## src/rtl/spi_transaction_arbiter.sv

```systemverilog
// Round-robin arbiter sharing one bidirectional SPI engine among NUM_REQ requesters,
// with inter-transaction chip-select gap and completion timeout.
module spi_transaction_arbiter #(
   parameter int unsigned NUM_REQ               = 4,
   parameter int unsigned DATA_WIDTH            = 32,
   parameter int unsigned TRANSACTION_LEN_WIDTH = 8,
   parameter int unsigned GAP_WIDTH             = 8,
   parameter int unsigned TIMEOUT_WIDTH         = 16
) (
   input  logic                                     fabric_clk,
   input  logic                                     reset,
   input  logic [NUM_REQ-1:0]                       req_valid,
   output logic [NUM_REQ-1:0]                       req_ready,
   input  logic [NUM_REQ*TRANSACTION_LEN_WIDTH-1:0] req_length,
   input  logic [NUM_REQ*DATA_WIDTH-1:0]            req_data,
   input  logic [NUM_REQ*DATA_WIDTH-1:0]            req_rw_mask,
   output logic [NUM_REQ-1:0]                       rsp_valid,
   output logic [DATA_WIDTH-1:0]                    rsp_read_data,
   output logic                                     rsp_error,
   input  logic [GAP_WIDTH-1:0]                     cfg_gap_cycles,
   input  logic [TIMEOUT_WIDTH-1:0]                 cfg_timeout_cycles,
   output logic                                     spi_start,
   output logic [TRANSACTION_LEN_WIDTH-1:0]         spi_length,
   output logic [DATA_WIDTH-1:0]                    spi_data,
   output logic [DATA_WIDTH-1:0]                    spi_rw_mask,
   input  logic                                     spi_done,
   input  logic [DATA_WIDTH-1:0]                    spi_read_data,
   output logic                                     spi_abort,
   output logic                                     busy
);

   localparam int unsigned IDX_W = (NUM_REQ > 1) ? $clog2(NUM_REQ) : 1;

   typedef enum logic [2:0] {
      S_IDLE,
      S_ISSUE,
      S_WAIT_DONE,
      S_RESPOND,
      S_GAP
   } state_t;

   state_t                             state, state_nxt;
   logic [IDX_W-1:0]                   ptr, ptr_nxt;
   logic [IDX_W-1:0]                   idx_q, idx_nxt;
   logic                               illegal_q, illegal_nxt;
   logic [TIMEOUT_WIDTH-1:0]           tmo_cnt, tmo_nxt;
   logic [GAP_WIDTH-1:0]               gap_cnt, gap_nxt;
   logic [TRANSACTION_LEN_WIDTH-1:0]   len_nxt;
   logic [DATA_WIDTH-1:0]              data_nxt, mask_nxt;
   logic [DATA_WIDTH-1:0]              rdata_nxt;
   logic                               err_nxt;

   logic                               grant_found;
   logic [IDX_W-1:0]                   grant_idx;
   logic                               hi_found, lo_found;
   logic [IDX_W-1:0]                   hi_idx, lo_idx;
   logic [TRANSACTION_LEN_WIDTH-1:0]   sel_len;
   logic [DATA_WIDTH-1:0]              sel_data, sel_mask;
   logic                               len_legal;
   logic                               tmo_hit;

   // Round-robin pick: lowest valid index at or above ptr, else lowest valid overall
   always_comb begin
      hi_found = 1'b0;
      lo_found = 1'b0;
      hi_idx   = '0;
      lo_idx   = '0;
      for (int i = int'(NUM_REQ) - 1; i >= 0; i--) begin
         if (req_valid[i]) begin
            lo_found = 1'b1;
            lo_idx   = IDX_W'(i);
            if (IDX_W'(i) >= ptr) begin
               hi_found = 1'b1;
               hi_idx   = IDX_W'(i);
            end
         end
      end
      grant_found = lo_found;
      grant_idx   = hi_found ? hi_idx : lo_idx;
   end

   // Winner's request fields
   always_comb begin
      sel_len  = '0;
      sel_data = '0;
      sel_mask = '0;
      for (int unsigned i = 0; i < NUM_REQ; i++) begin
         if (grant_idx == IDX_W'(i)) begin
            sel_len  = req_length[i*TRANSACTION_LEN_WIDTH +: TRANSACTION_LEN_WIDTH];
            sel_data = req_data[i*DATA_WIDTH +: DATA_WIDTH];
            sel_mask = req_rw_mask[i*DATA_WIDTH +: DATA_WIDTH];
         end
      end
   end

   assign len_legal = (sel_len != '0) && (32'(sel_len) <= DATA_WIDTH);
   assign tmo_hit   = (cfg_timeout_cycles != '0) &&
                      (tmo_cnt == cfg_timeout_cycles - TIMEOUT_WIDTH'(1));

   // Grant is only offered while idle and out of reset
   assign req_ready = (state == S_IDLE && !reset && grant_found) ?
                      (NUM_REQ'(1) << grant_idx) : '0;

   // Next-state and transaction bookkeeping
   always_comb begin
      state_nxt   = state;
      ptr_nxt     = ptr;
      idx_nxt     = idx_q;
      illegal_nxt = illegal_q;
      tmo_nxt     = tmo_cnt;
      gap_nxt     = gap_cnt;
      len_nxt     = spi_length;
      data_nxt    = spi_data;
      mask_nxt    = spi_rw_mask;
      rdata_nxt   = '0;
      err_nxt     = 1'b0;
      spi_abort   = 1'b0;

      case (state)
         S_IDLE: begin
            if (grant_found) begin
               idx_nxt  = grant_idx;
               ptr_nxt  = (grant_idx == IDX_W'(NUM_REQ - 1)) ? '0 : grant_idx + IDX_W'(1);
               len_nxt  = sel_len;
               data_nxt = sel_data;
               mask_nxt = sel_mask;
               if (len_legal) begin
                  illegal_nxt = 1'b0;
                  state_nxt   = S_ISSUE;
               end else begin
                  illegal_nxt = 1'b1;
                  err_nxt     = 1'b1;
                  state_nxt   = S_RESPOND;
               end
            end
         end
         S_ISSUE: begin
            tmo_nxt   = '0;
            state_nxt = S_WAIT_DONE;
         end
         S_WAIT_DONE: begin
            tmo_nxt = tmo_cnt + TIMEOUT_WIDTH'(1);
            if (spi_done) begin
               rdata_nxt = spi_read_data;
               state_nxt = S_RESPOND;
            end else if (tmo_hit) begin
               spi_abort = 1'b1;
               err_nxt   = 1'b1;
               state_nxt = S_RESPOND;
            end
         end
         S_RESPOND: begin
            if (illegal_q || cfg_gap_cycles == '0) begin
               state_nxt = S_IDLE;
            end else begin
               gap_nxt   = cfg_gap_cycles - GAP_WIDTH'(1);
               state_nxt = S_GAP;
            end
         end
         S_GAP: begin
            if (gap_cnt == '0) begin
               state_nxt = S_IDLE;
            end else begin
               gap_nxt = gap_cnt - GAP_WIDTH'(1);
            end
         end
         default: state_nxt = S_IDLE;
      endcase
   end

   // State and registered outputs
   always_ff @(posedge fabric_clk or posedge reset) begin
      if (reset) begin
         state         <= S_IDLE;
         ptr           <= '0;
         idx_q         <= '0;
         illegal_q     <= 1'b0;
         tmo_cnt       <= '0;
         gap_cnt       <= '0;
         spi_length    <= '0;
         spi_data      <= '0;
         spi_rw_mask   <= '0;
         spi_start     <= 1'b0;
         busy          <= 1'b0;
         rsp_valid     <= '0;
         rsp_read_data <= '0;
         rsp_error     <= 1'b0;
      end else begin
         state         <= state_nxt;
         ptr           <= ptr_nxt;
         idx_q         <= idx_nxt;
         illegal_q     <= illegal_nxt;
         tmo_cnt       <= tmo_nxt;
         gap_cnt       <= gap_nxt;
         spi_length    <= len_nxt;
         spi_data      <= data_nxt;
         spi_rw_mask   <= mask_nxt;
         spi_start     <= (state_nxt == S_ISSUE);
         busy          <= (state_nxt != S_IDLE);
         rsp_valid     <= (state_nxt == S_RESPOND) ? (NUM_REQ'(1) << idx_nxt) : '0;
         rsp_read_data <= (state_nxt == S_RESPOND) ? rdata_nxt : '0;
         rsp_error     <= (state_nxt == S_RESPOND) && err_nxt;
      end
   end

endmodule

```

## config.mk

```make
export PLATFORM = sky130hd
export DESIGN_NAME = spi_transaction_arbiter
export DESIGN_NICKNAME = d
export VERILOG_FILES = /design/src/rtl/spi_transaction_arbiter.sv
export SDC_FILE = /design/constraint.sdc
export NUM_CORES = 1
export LEC_CHECK = 0
export ABC_AREA = 1
export BUFFER_PORTS_ARGS = -buffer_cell sky130_fd_sc_hd__buf_2
export CORE_AREA = 5 5 176 178
export DETAILED_ROUTE_END_ITERATION = 10
export DIE_AREA = 0 0 181 183
export PLACE_DENSITY = 0.67
export SLEW_MARGIN = 0
export SYNTH_ARGS = -nofsm -noshare
export SYNTH_HDL_FRONTEND = slang
export SYNTH_SLANG_ARGS = --single-unit
```

## constraint.sdc

```tcl
create_clock -name fabric_clk -period 10.6 [get_ports fabric_clk]
set_clock_uncertainty 0.2 [all_clocks]
set_input_delay 1.06 -clock fabric_clk [delete_from_list [all_inputs] [get_ports fabric_clk]]
set_output_delay 1.06 -clock fabric_clk [all_outputs]
set_load 0.005 [all_outputs]
```

; Word level (Yosys, flattened, before mapping)
; Cells that the tools add are included.
[word_totals]
reg_bits = 143
wordCells = 118
[classes]
addsub = 5
mux = 62
n_eq_ne = 12
n_shift = 2
magnitude_cmp = 5
n_reduce_logical = 18
[ops]
columns = op, count
row1 = 2-to-1 mux 32 bit, 11
row2 = 2-to-1 mux 8 bit, 6
row3 = 2-to-1 mux 2 bit, 17
row4 = one-hot mux 16 bit (2 select lines), 1
row5 = 2-to-1 mux 1 bit, 17
row6 = adder 16 x 1 -> 16 bit (second input constant), 1
row7 = == test 16 bit, 1
row8 = logical NOT 8 bit, 2
row9 = one-hot mux 8 bit (2 select lines), 1
row10 = nonzero test 16 bit, 1
row11 = subtractor 16 x 1 -> 16 bit (second input constant), 1
row12 = subtractor 8 x 1 -> 8 bit (second input constant), 2
row13 = 2-to-1 mux 3 bit, 5
row14 = one-hot mux 3 bit (5 select lines), 1
row15 = == test 3 x 2 -> 1 bit (second input constant), 3
row16 = <= comparator 8 x 6 -> 1 bit (second input constant), 1
row17 = 2-to-1 mux 4 bit, 2
row18 = nonzero test 8 bit, 1
row19 = << shifter 1 x 2 -> 4 bit (first input constant), 2
row20 = == test 3 x 1 -> 1 bit (second input constant), 2
row21 = logical AND 1 bit, 5
row22 = == test 2 bit (second input constant), 2
row23 = >= comparator 1 x 2 -> 1 bit (first input constant), 2
row24 = >= comparator 2 bit (first input constant), 2
row25 = 13 further kinds, 15

; Logic depth before layout (Yosys ltp)
; Gate-level depths: netlist of the first run.
[depth]
depth_word = 22
mapped_depth = 25
ltp_nobuf = 23

; Worst setup path after synthesis of the first run
; OpenSTA, ideal clock, no wires.
[synth_path]
path_type = input to output
startpoint = input port reset
endpoint = output port req_ready[0]
slack_ns = 4.636
cell_stages = 3
n_path_buf = 0
t_arrival_ns = 4.704
required_ns = 9.340
path_cell_list = inv_1 > nand2_1 > nor2_1
[synth_between]
elab_chain_cells = 4
[synth_lines]
columns = element, line_no
row1 = from (decl), 11  ; input logic reset,
row2 = logical NOT 1 bit (no source line), n/a
row3 = logical AND 1 bit (2 in series), 101  ; assign req_ready = (state == S_IDLE && !reset && grant_found) ?
row4 = 2-to-1 mux 4 bit, 101
row5 = to (decl), 13  ; output logic [NUM_REQ-1:0] req_ready,
; Every way passes these cells.

; Worst setup path after layout of the first run
[layout_path]
startpoint = input port req_valid[2]
endpoint = output port req_ready[3]
[layout_between]
elab_chain_cells = 8
elab_cells_between_ends = 20
cone_classes = 1 x shift / 18 x mux / 1 x reduce/logical
[layout_lines]
columns = element, line_no
row1 = from (decl), 12  ; input logic [NUM_REQ-1:0] req_valid,
row2 = 2-to-1 mux 2 bit or 2-to-1 mux 1 bit (tied branches), 69  ; if (req_valid[i]) begin
row3 = 2-to-1 mux 2 bit or 2-to-1 mux 1 bit (tied branches), 72  ; if (IDX_W'(i) >= ptr) begin
row4 = 2-to-1 mux 2 bit or 2-to-1 mux 1 bit (tied branches), 69
row5 = 2-to-1 mux 2 bit or 2-to-1 mux 1 bit (tied branches), 72
row6 = 2-to-1 mux 2 bit or 2-to-1 mux 1 bit (tied branches), 69
row7 = 2-to-1 mux 2 bit, 79  ; grant_idx = hi_found ? hi_idx : lo_idx;
row8 = << shifter 1 x 2 -> 4 bit, 102  ; (NUM_REQ'(1) << grant_idx) : '0;
row9 = 2-to-1 mux 4 bit *, 101
; Mark *: on every way between the ends. The rest lies on a longest branch, timed or not.

==> results.py, run 1 <==
metrics = {
    "run_status": {
        "outcome": "completed",
    },
    "cts": {
        "cts_tree": "yes",
        "cts_setup_buffers": 0,
        "clock-sinks": 143,
        "cts_resized": 0,
        "htreeDepth": 4,
        "clkLatencyLatePin_ns": 0.41,
        "cts_hold_buffers": 0,
        "clock_path_buffers": 2,
        "cts_buffers": 17,
        "clk_transition_reported_paths_ns": 0.06,
        "cts_root_buffer": "clkbuf_16",
    },
    "synthesis": {
        "syn_nets": 1398,
        "ys_ff_latch": 143,
        "syn_area_sq_um": 8290,
        "yosys_warnings": 0,
        "synth.avg_cell_area_sq_um": 7.97,
        "synth_cell_types": 43,
        "synth_top_area_share": 0.432,
        "synth-main-ff-cell": "dfrtp_1",
        "ys_async_sr_fraction": 1.00,
        "synth_top_area_cell": "dfrtp_1",
        "ys_top_cells_by_area": "dfrtp_1 43%, a21oi_1 8.8%, nand2_1 7.7%",
        "yosysSeqAreaShare": 0.432,
        "ys_top_cells_by_count": "171 x nand2_1, 150 x nor2_1, 146 x a21oi_1",
        "syn_inst": 1040,
        "synth_edf_count": 0,
        "yosysMostFrequentCell": "nand2_1",
    },
    "power": {
        "p_clk_frac": 0.196,
        "power.share.sequential": 0.275,
        "comb_power_share": 0.530,
        "intPower_uw": 1750,
        "ir_drop_uv": 124,
        "p_sw_frac": 0.452,
        "power_leakage_uw": 0.00585,
        "p_sw_uw": 1440,
        "power_density_nw_per_um2": 277,
    },
    "placement": {
        "dpl.hpwl_um": 27300,
        "dp_slack_ns": 5.46,
        "gp_congestion": 0.959,
        "place_inst": 1833,
        "io_buffers": 466,
    },
    "detailed_routing": {
        "drc": 0,
        "wirelength_um": 35800,
        "ant_nets": 0,
        "vias_per_cell": 5.07,
        "post_drt_wl_per_cell_um": 19.2,
        "drt_iter0_drc": 565,
        "vias": 9468,
        "drt-pass1-iter-count": 5,
    },
    "setup_path": {
        "setup.worst_path.start_class": "input port",
        "reg2reg_from": "ptr[1]$_DFFE_PP0P_",
        "crit_path_max_fanout": 73,
        "critical_path_class": "input port to output pin",
        "crit_arrival_ns": 3.90,
        "r2r_slack_ns": 6.75,
        "cp.required_ns": 9.34,
        "r2r-end": "spi_start$_DFF_PP0_",
        "cp-startpoint": "req_valid[2]",
        "crit_path_end": "req_ready[3]",
        "r2r_cells": 18,
        "critPathCaptureType": "output pin",
    },
    "grt": {
        "gr-usage-all-layers": 0.203,
        "overflow": 0,
        "antenna_found_initial": 9,
        "grt_max_degree": 82,
        "grt_pass1_vias": 9278,
        "gr-max-usage-layer": "met2",
        "met1_usage": 0.255,
        "met2_usage": 0.339,
        "use_met3": 0.0575,
        "grt_first_pass_wirelength_um": 52900,
    },
    "sta": {
        "setup_tns_ns": 0,
        "max_freq_mhz": 194,
        "setup_ws_ns": 5.44,
        "setup_viol": 0,
        "post-route-period-util": 0.486,
        "maxSlewViolCount": 0,
        "rsz0062_at_grt": "false",
        "slew_headroom": 0.365,
        "worst_slew_pin_slew_ns": 0.952,
        "min_period_ns": 5.16,
        "hold_viol_final": 0,
        "whs_ns": 0.291,
    },
    "floorplanning": {
        "floorplan.rows": 63,
        "dieArea_sq_um": 33100,
        "initial_core_util": 0.283,
        "die_w_um": 181,
        "io_pins": 467,
        "die_h_um": 183,
        "core_area_sq_um": 29200,
    },
    "cells_and_area": {
        "drive_gt1_frac": 0.368,
        "nets": 1820,
        "fin_cells": 1868,
        "area_growth_pct": 39.2,
        "fillers": 3059,
    },
    "min_path": {
        "hold_path_class": "flop to flop",
    },
    "job": {
        "maxCapViolations": 0,
    },
}
-- worst min path at each step --
stage,from,endpoint,cells past startpoint
3_5_place_dp,spi_length[1]$_DFFE_PP0P_,spi_length[1]$_DFFE_PP0P_,2
4_1_cts,spi_length[1]$_DFFE_PP0P_,spi_length[1]$_DFFE_PP0P_,2
6_report,spi_length[1]$_DFFE_PP0P_,spi_length[1]$_DFFE_PP0P_,2
3_3_place_gp,spi_length[3]$_DFFE_PP0P_,spi_length[3]$_DFFE_PP0P_,2
2_1_floorplan,tmo_cnt[15]$_DFFE_PP0P_,tmo_cnt[15]$_DFFE_PP0P_,1
5_1_grt,spi_length[1]$_DFFE_PP0P_,spi_length[1]$_DFFE_PP0P_,2
-- layout make-up --
class	count	area (sq um)	share of cell area
clock inverters	15	173	0.0150
multi-input cells	756	4200	0.364
inverters	68	260	0.0226
clock buffers	17	425	0.0369
diodes	3	7.51	0.000651
repair buffers	476	2410	0.209
flip-flops and latches	143	3580	0.310
well taps	390	488	0.0423
-- per-layer routing --
layer	vias up	part of all wire	wire length (um)
met1	4498	0.39	14100
met4	10	0.034	1200
met5	-	0.0015	54
met2	427	0.49	17500
met3	65	0.083	2980
li1	4468	-	-
-- worst max-delay path: stages --
cell       delay [ns]
buf_2            0.10
inv_1            0.05
a21oi_1          0.16
nor2_1           0.08
o2111ai_1        0.08
nand3_1          0.22
inv_1            0.20
ha_2             0.19
buf_4            0.60
inv_2            0.37
buf_4            0.40
nor2_1           0.17
buf_2            0.13
-- state kept, by name, indices dropped and copies added, names as in the netlist, 3 cells and up --
name	count
spi_rw_mask	32
tmo_cnt	16
spi_data	32
state	3
rsp_valid	4
spi_length	8
gap_cnt	8
rsp_read_data	32
-- cell usage in the layout, fill, tap and decap left out, types with 4 or more instances in the layout --
cell type / synthesis / final
inv_6: 0 / 8
dfrtp_1: 143 / 143
mux2i_1: 4 / 4
a21oi_1: 146 / 146
nor2_1: 150 / 150
nand2_1: 171 / 171
o21ai_1: 9 / 9
nand3_1: 27 / 26
xnor2_1: 11 / 11
ha_1: 7 / 4
buf_4: 1 / 10
nor2_2: 10 / 10
nand4_1: 5 / 5
inv_1: 63 / 62
inv_2: 5 / 5
a221o_1: 64 / 64
xor2_1: 7 / 7
nand2_2: 7 / 7
nor3_1: 4 / 4
clkbuf_16: 0 / 17
o211ai_1: 64 / 64
buf_2: 8 / 466
o21ai_0: 44 / 44
-- through the flow --
step,utilization,cell area (sq um),total power (uW)
after floorplan,-,8290,1950
after global placement,0.374,10900,2540
after detailed placement,0.374,10900,2580
after CTS,0.394,11500,3220
after global routing,0.395,11500,3440
final,0.395,11500,3190
-- cell families after synthesis --
| group | synth area share |
|---|---|
| AO/OA/AOI/OAI | 0.268 |
| XOR/XNOR | 0.0217 |
| adder cells (fa/ha/maj) | 0.0106 |
| buffers and inverters | 0.0664 |
| flip-flops | 0.432 |
| multiplexers | 0.00619 |
| AND/OR/NAND/NOR | 0.196 |
-- power groups by stage --
stage                     Sequential [uW]  Combinational, uW  Clock [uW]
final                                 876               1690         625
after global routing                  900               1870         671
after CTS                             876               1700         642
after detailed placement              884               1700           0
after global placement                881               1660           0
after floorplan                       887               1060           0
No activity file was read; power rests on OpenSTA's default activity.
==> inputs of run 2 (changes only) <==
ABC_AREA = 0   (was 1)
CORE_AREA = 5 5 179 181   (was 5 5 176 178)
DIE_AREA = 0 0 184 186   (was 0 0 181 183)
PLACE_DENSITY = 0.69   (was 0.67)
clock period = 4.7 ns   (was 10.6 ns; I/O delays follow)
==> run 2 against run 1 <==
Effect of this change: final cell count is 3.5% higher; clock power is 130% higher; synthesized area rose by 5.4%; wire length is 0.23% lower; worst setup slack worse by 5.0 ns.
==> results.py, run 2 <==
metrics = {
    "detailed_routing": {
        "vias_per_cell": 4.91,
        "post_drt_wl_per_cell_um": 18.5,
        "drt-pass1-iter-count": 5,
        "ant_nets": 0,
        "vias": 9486,
        "drt_iter0_drc": 544,
        "wirelength_um": 35700,
        "drc": 0,
    },
    "setup_path": {
        "crit_arrival_ns": 4.24,
        "r2r-end": "busy$_DFF_PP0_",
        "path_cells": "nand3_1 -> a21oi_1 -> a221oi_1 -> inv_1 -> ha_4 -> buf_4 -> a21oi_1 -> o21ai_0 -> a22oi_1 -> o31a_1 -> o21ai_0 -> o21ai_1 -> nand3_1",
        "setup.worst_path.start_class": "flop",
        "critical_path_buf_inv_count": 2,
        "r2r_slack_ns": 0.49,
        "crit_family": "compound AO/OA/AOI/OAI gates",
        "crit_path_max_fanout": 74,
        "max_stage_delay_ns": 0.68,
        "reg2reg_from": "ptr[1]$_DFFE_PP0P_",
        "slowest_stage": "a221oi_1",
        "cp.required_ns": 4.73,
        "r2r_cells": 13,
        "critPathCaptureType": "flop",
        "critical_path_class": "flop to flop",
    },
    "cells_and_area": {
        "drive_gt1_frac": 0.350,
        "nets": 1879,
        "final_common_cell": "buf_2",
        "fin_area_sq_um": 12000,
        "fin_util": 0.398,
        "fin_cells": 1933,
        "reg_top3": "rsp_read_data x32, spi_data x32, spi_rw_mask x32",
        "layout_common_cells": "466 x buf_2, 237 x nand2_1, 156 x o21ai_0, 143 x dfrtp_1, 90 x a21oi_1",
        "area_growth_pct": 37.9,
    },
    "sta": {
        "whs_ns": 0.0501,
        "hold_viol_final": 0,
        "max_freq_mhz": 237,
        "min_period_ns": 4.21,
        "setup_tns_ns": 0,
        "maxSlewViolCount": 0,
        "setup_viol": 0,
        "worst_slew_pin_slew_ns": 1.14,
        "slew_headroom": 0.239,
        "rsz0062_at_grt": "false",
        "post-route-period-util": 0.896,
    },
    "cts": {
        "cts_hold_buffers": 1,
        "clock_path_buffers": 2,
        "clk_transition_reported_paths_ns": 0.08,
        "cts_resized": 0,
        "cts_buffers": 17,
        "clock-sinks": 143,
        "cts_setup_buffers": 0,
        "htreeDepth": 4,
        "cts_tree": "yes",
        "clkLatencyLatePin_ns": 0.42,
        "cts_root_buffer": "clkbuf_16",
    },
    "placement": {
        "dpl.hpwl_um": 28700,
        "io_buffers": 466,
        "place_area_sq_um": 11400,
        "place_inst": 1897,
        "gp_congestion": 0.928,
    },
    "run_status": {
        "outcome": "completed",
    },
    "synthesis": {
        "yosysSeqAreaShare": 0.410,
        "synth_cell_types": 61,
        "yosysMostFrequentCell": "nand2_1",
        "synth_top_area_cell": "dfrtp_1",
        "synth.avg_cell_area_sq_um": 7.94,
        "ys_top_cells_by_area": "dfrtp_1 41%, nand2_1 10%, o21ai_0 8.9%",
        "ys_top_cells_by_count": "237 x nand2_1, 156 x o21ai_0, 143 x dfrtp_1",
        "syn_inst": 1101,
        "synth_top_area_share": 0.410,
        "syn_area_sq_um": 8740,
        "syn_nets": 1459,
        "synth_edf_count": 0,
        "ys_async_sr_fraction": 1.00,
        "ys_ff_latch": 143,
        "yosys_warnings": 0,
        "synth-main-ff-cell": "dfrtp_1",
    },
    "floorplanning": {
        "die_w_um": 184,
        "io_pins": 467,
        "dieArea_sq_um": 34200,
        "die_h_um": 186,
        "floorplan.rows": 64,
        "initial_core_util": 0.289,
        "core_area_sq_um": 30300,
    },
    "min_path": {
        "hold_path_class": "input port to flop",
        "min_from": "spi_read_data[22]",
        "min_path_cells": 2,
        "holdPathEnd": "rsp_read_data[22]$_DFF_PP0_",
    },
    "power": {
        "power_leakage_uw": 0.00627,
        "power_density_nw_per_um2": 535,
        "ir_drop_uv": 255,
    },
    "grt": {
        "grt_pass1_vias": 8908,
        "gr-usage-all-layers": 0.195,
        "overflow": 0,
        "antenna_found_initial": 10,
        "grt_max_degree": 77,
        "grt_first_pass_wirelength_um": 51300,
    },
    "job": {
        "maxCapViolations": 0,
    },
}
-- run 2: cell count changes after synthesis, sizes merged, moves of 17 or more --
cell and delta:
a21oi -56, inv -53, nor3 +17, and2 +33
nand2 +57, o21ai +104, o211ai -61, a221o -64
nor2 -71, mux2i +66
-- run 2: cell families after synthesis --
group | after synthesis | share of synthesized area
DFF | 143 | 0.410
buffers and inverters | 96 | 0.0427
AOI/OAI and AO/OA | 308 | 0.198
xor gates and xnor gates | 21 | 0.0211
muxes | 71 | 0.0815
adders and majority gates | 7 | 0.0100
and+or+nand+nor | 455 | 0.237
-- run 2: how the worst max path moves through the flow --
stage | startpoint | cells after the start | endpoint | slack [ns]
final | ptr[1]$_DFFE_PP0P_ | 13 | busy$_DFF_PP0_ | 0.49
after global routing | ptr[0]$_DFFE_PP0P_ | 13 | rsp_valid[2]$_DFF_PP0_ | 0.02
after CTS | ptr[0]$_DFFE_PP0P_ | 13 | rsp_valid[2]$_DFF_PP0_ | 0.38
after detailed placement | req_valid[0] | 14 | rsp_valid[2]$_DFF_PP0_ | 0.29
after global placement | req_valid[3] | 13 | rsp_valid[0]$_DFF_PP0_ | 0.43
after floorplan | reset | 2 | req_ready[0] | 0.10
-- run 2: power by group --
group / total (uW) / internal (uW) / switching (uW)
Sequential: 1950 / 1670 / 281
Clock: 1440 / 812 / 624
Combinational: 3060 / 1190 / 1870
-- run 2: layout make-up --
class / instances / area, sq um
antenna: 3 / 7.51
clock buffer: 17 / 425
clock inverter: 15 / 189
fill: 3150 / 18200
inverter: 15 / 63.8
multi-input combinational: 862 / 4830
sequential: 143 / 3580
tap: 396 / 495
timing repair buffer: 482 / 2450
-- run 2: metrics by stage --
stage	setup WS, ns	total power, uW
after floorplan	0.102	3840
final	0.488	6450
after global routing	0.0185	6990
after global placement	0.435	4990
after detailed placement	0.287	5080
after CTS	0.377	6550
-- run 2: routing by layer --
layer / track usage / share of wire
met3: 0.0561 / 0.082
met5: 0 / 0.0011
met4: 0.0565 / 0.026
met1: 0.261 / 0.42
met2: 0.309 / 0.47
-- run 2: worst reg2reg max path, stage by stage, from the launching register on --
cell	delay, ns
dfrtp_1	0.44
nand3_1	0.12
a21oi_1	0.07
a221oi_1	0.68
inv_1	0.32
ha_4	0.30
buf_4	0.34
a21oi_1	0.21
o21ai_0	0.09
a22oi_1	0.34
o31a_1	0.20
o21ai_0	0.17
o21ai_1	0.41
nand3_1	0.14
==> inputs of run 3 (changes only) <==
clock period = 3.8 ns   (was 4.7 ns; I/O delays follow)
==> run 3 against run 2 <==
Effect of this change: global-route usage about the same; critical endpoint is now spi_abort; largest cell class unchanged; wire length grew 0.81%; first-iteration DRC count up 10%; sequential share of layout area is 0.85 points lower; critical path type is now input port to output pin; final cell count is 1.9% higher; clock-buffer cell count grew 2; worst hold slack got worse by 0.012 ns.
==> results.py, run 3 (synthesis results as in run 2) <==
metrics = {
    "detailed_routing": {
        "post_drt_wl_per_cell_um": 18.3,
        "ant_nets": 0,
        "drc": 0,
        "wirelength_um": 36000,
        "vias": 9612,
        "drt-pass1-iter-count": 5,
        "drt_iter0_drc": 601,
        "vias_per_cell": 4.88,
    },
    "setup_path": {
        "critical_path_class": "input port to output pin",
        "setup.worst_path.start_class": "input port",
        "cp.required_ns": 3.22,
        "crit_path_max_fanout": 7,
        "critPathCaptureType": "output pin",
        "crit_arrival_ns": 2.89,
        "r2r_cells": 13,
    },
    "sta": {
        "worst_slew_pin_slew_ns": 0.908,
        "hold_viol_final": 0,
        "whs_ns": 0.0380,
        "slew_headroom": 0.387,
        "setup_tns_ns": 0,
        "post-route-period-util": 0.913,
        "min_period_ns": 3.47,
        "maxSlewViolCount": 0,
        "setup_ws_ns": 0.329,
        "setup_viol": 0,
        "rsz0062_at_grt": "false",
        "max_freq_mhz": 288,
    },
    "placement": {
        "dp_slack_ns": 0.183,
        "gp_congestion": 0.911,
        "io_buffers": 466,
        "dpl.hpwl_um": 28800,
    },
    "cts": {
        "clock-sinks": 143,
        "clkLatencyLatePin_ns": 0.42,
        "clk_transition_reported_paths_ns": 0.07,
        "cts_tree": "yes",
        "cts_buffers": 17,
        "htreeDepth": 4,
        "cts_setup_buffers": 0,
        "clock_path_buffers": 2,
        "cts_root_buffer": "clkbuf_16",
    },
    "run_status": {
        "outcome": "completed",
    },
    "power": {
        "power_leakage_uw": 0.00643,
        "ir_drop_uv": 288,
        "power_density_nw_per_um2": 640,
    },
    "floorplanning": {
        "core_area_sq_um": 30300,
        "die_w_um": 184,
        "die_h_um": 186,
        "floorplan.rows": 64,
        "initial_core_util": 0.289,
        "io_pins": 467,
        "dieArea_sq_um": 34200,
    },
    "cells_and_area": {
        "drive_gt1_frac": 0.345,
        "final_common_cell": "buf_2",
        "reg_top3": "rsp_read_data x32, spi_data x32, spi_rw_mask x32",
        "layout_common_cells": "466 x buf_2, 237 x nand2_1, 155 x o21ai_0, 143 x dfrtp_1",
        "area_growth_pct": 41.9,
        "nets": 1918,
    },
    "grt": {
        "gr-usage-all-layers": 0.196,
        "overflow": 0,
        "grt_pass1_vias": 9098,
        "antenna_found_initial": 4,
        "grt_max_degree": 101,
        "grt_first_pass_wirelength_um": 51600,
    },
    "min_path": {
        "min_path_cells": 3,
        "hold_path_class": "input port to flop",
    },
    "job": {
        "maxCapViolations": 0,
    },
}
-- run 3: cell types whose count changed in the layout (fill, tap and decap cells not counted), moves of 2 or more --
cell / before / now
clkbuf_8: 0 / 2
diode_2: 3 / 1
bufinv_16: 2 / 0
inv_6: 6 / 4
buf_4: 15 / 19
dlygate4sd3_1: 1 / 33
buf_12: 0 / 2
-- run 3: metal layers --
layer | vias to the layer above | global-route usage | wire (um)
met5 | - | 0 | 27
met4 | 4 | 0.0633 | 913
met3 | 61 | 0.0442 | 2530
met2 | 394 | 0.331 | 17500
met1 | 4412 | 0.249 | 15000
li1 | 4741 | - | -
-- run 3: final timing paths --
| path | from | slack (ns) | endpoint |
|---|---|---|---|
| worst min register to register | spi_length[1]$_DFFE_PP0P_ | 0.27 | spi_length[1]$_DFFE_PP0P_ |
| max in group asynchronous | reset | 2.27 | spi_data[14]$_DFFE_PP0P_ |
| worst max-delay path | cfg_timeout_cycles[0] | 0.33 | spi_abort |
| min in group asynchronous | reset | 0.30 | rsp_read_data[12]$_DFF_PP0_ |
| worst min-delay path | req_rw_mask[126] | 0.04 | spi_rw_mask[30]$_DFFE_PP0P_ |
| worst max register to register | ptr[1]$_DFFE_PP0P_ | 0.33 | rsp_valid[2]$_DFF_PP0_ |
-- run 3: what timing repair did --
| action | CTS | global route |
|---|---|---|
| gates resized for setup | 0 | 2 |
| endpoints found under the setup margin | 0 | 6 |
| hold buffers | 33 | 0 |
| endpoints found under the hold margin | 37 | 0 |
-- run 3: metrics by stage --
step | instances | utilization | cell area, sq um | total power (uW)
2_1_floorplan | 1101 | - | 8740 | 4750
3_3_place_gp | 1904 | 0.380 | 11500 | 6220
3_5_place_dp | 1904 | 0.380 | 11500 | 6330
4_1_cts | 1969 | 0.409 | 12400 | 8020
5_1_grt | 1970 | 0.410 | 12400 | 8600
6_report | 1970 | 0.410 | 12400 | 7930
-- run 3: final cells by class --
class	count	area [sq um]
sequential	143	3580
clock buffer	19	453
clock inverter	13	123
inverter	15	62.6
tap	396	495
fill	3066	17900
timing repair buffer	521	2860
multi-input combinational	862	4830
antenna	1	2.50
-- run 3: critical path: stages --
cell	delay, ns
buf_2	0.12
inv_1	0.05
ha_1	0.19
or4b_1	0.63
nor4b_1	0.38
xnor2_1	0.17
o2111ai_1	0.14
nor4b_2	0.39
nor2b_1	0.27
buf_2	0.15
-- run 3: where the power goes --
group | leakage (uW) | switching (uW) | internal, uW | total, uW
Sequential | 0.00185 | 354 | 2070 | 2420
Combinational | 0.00430 | 2340 | 1530 | 3870
Clock | 0.000279 | 739 | 898 | 1640
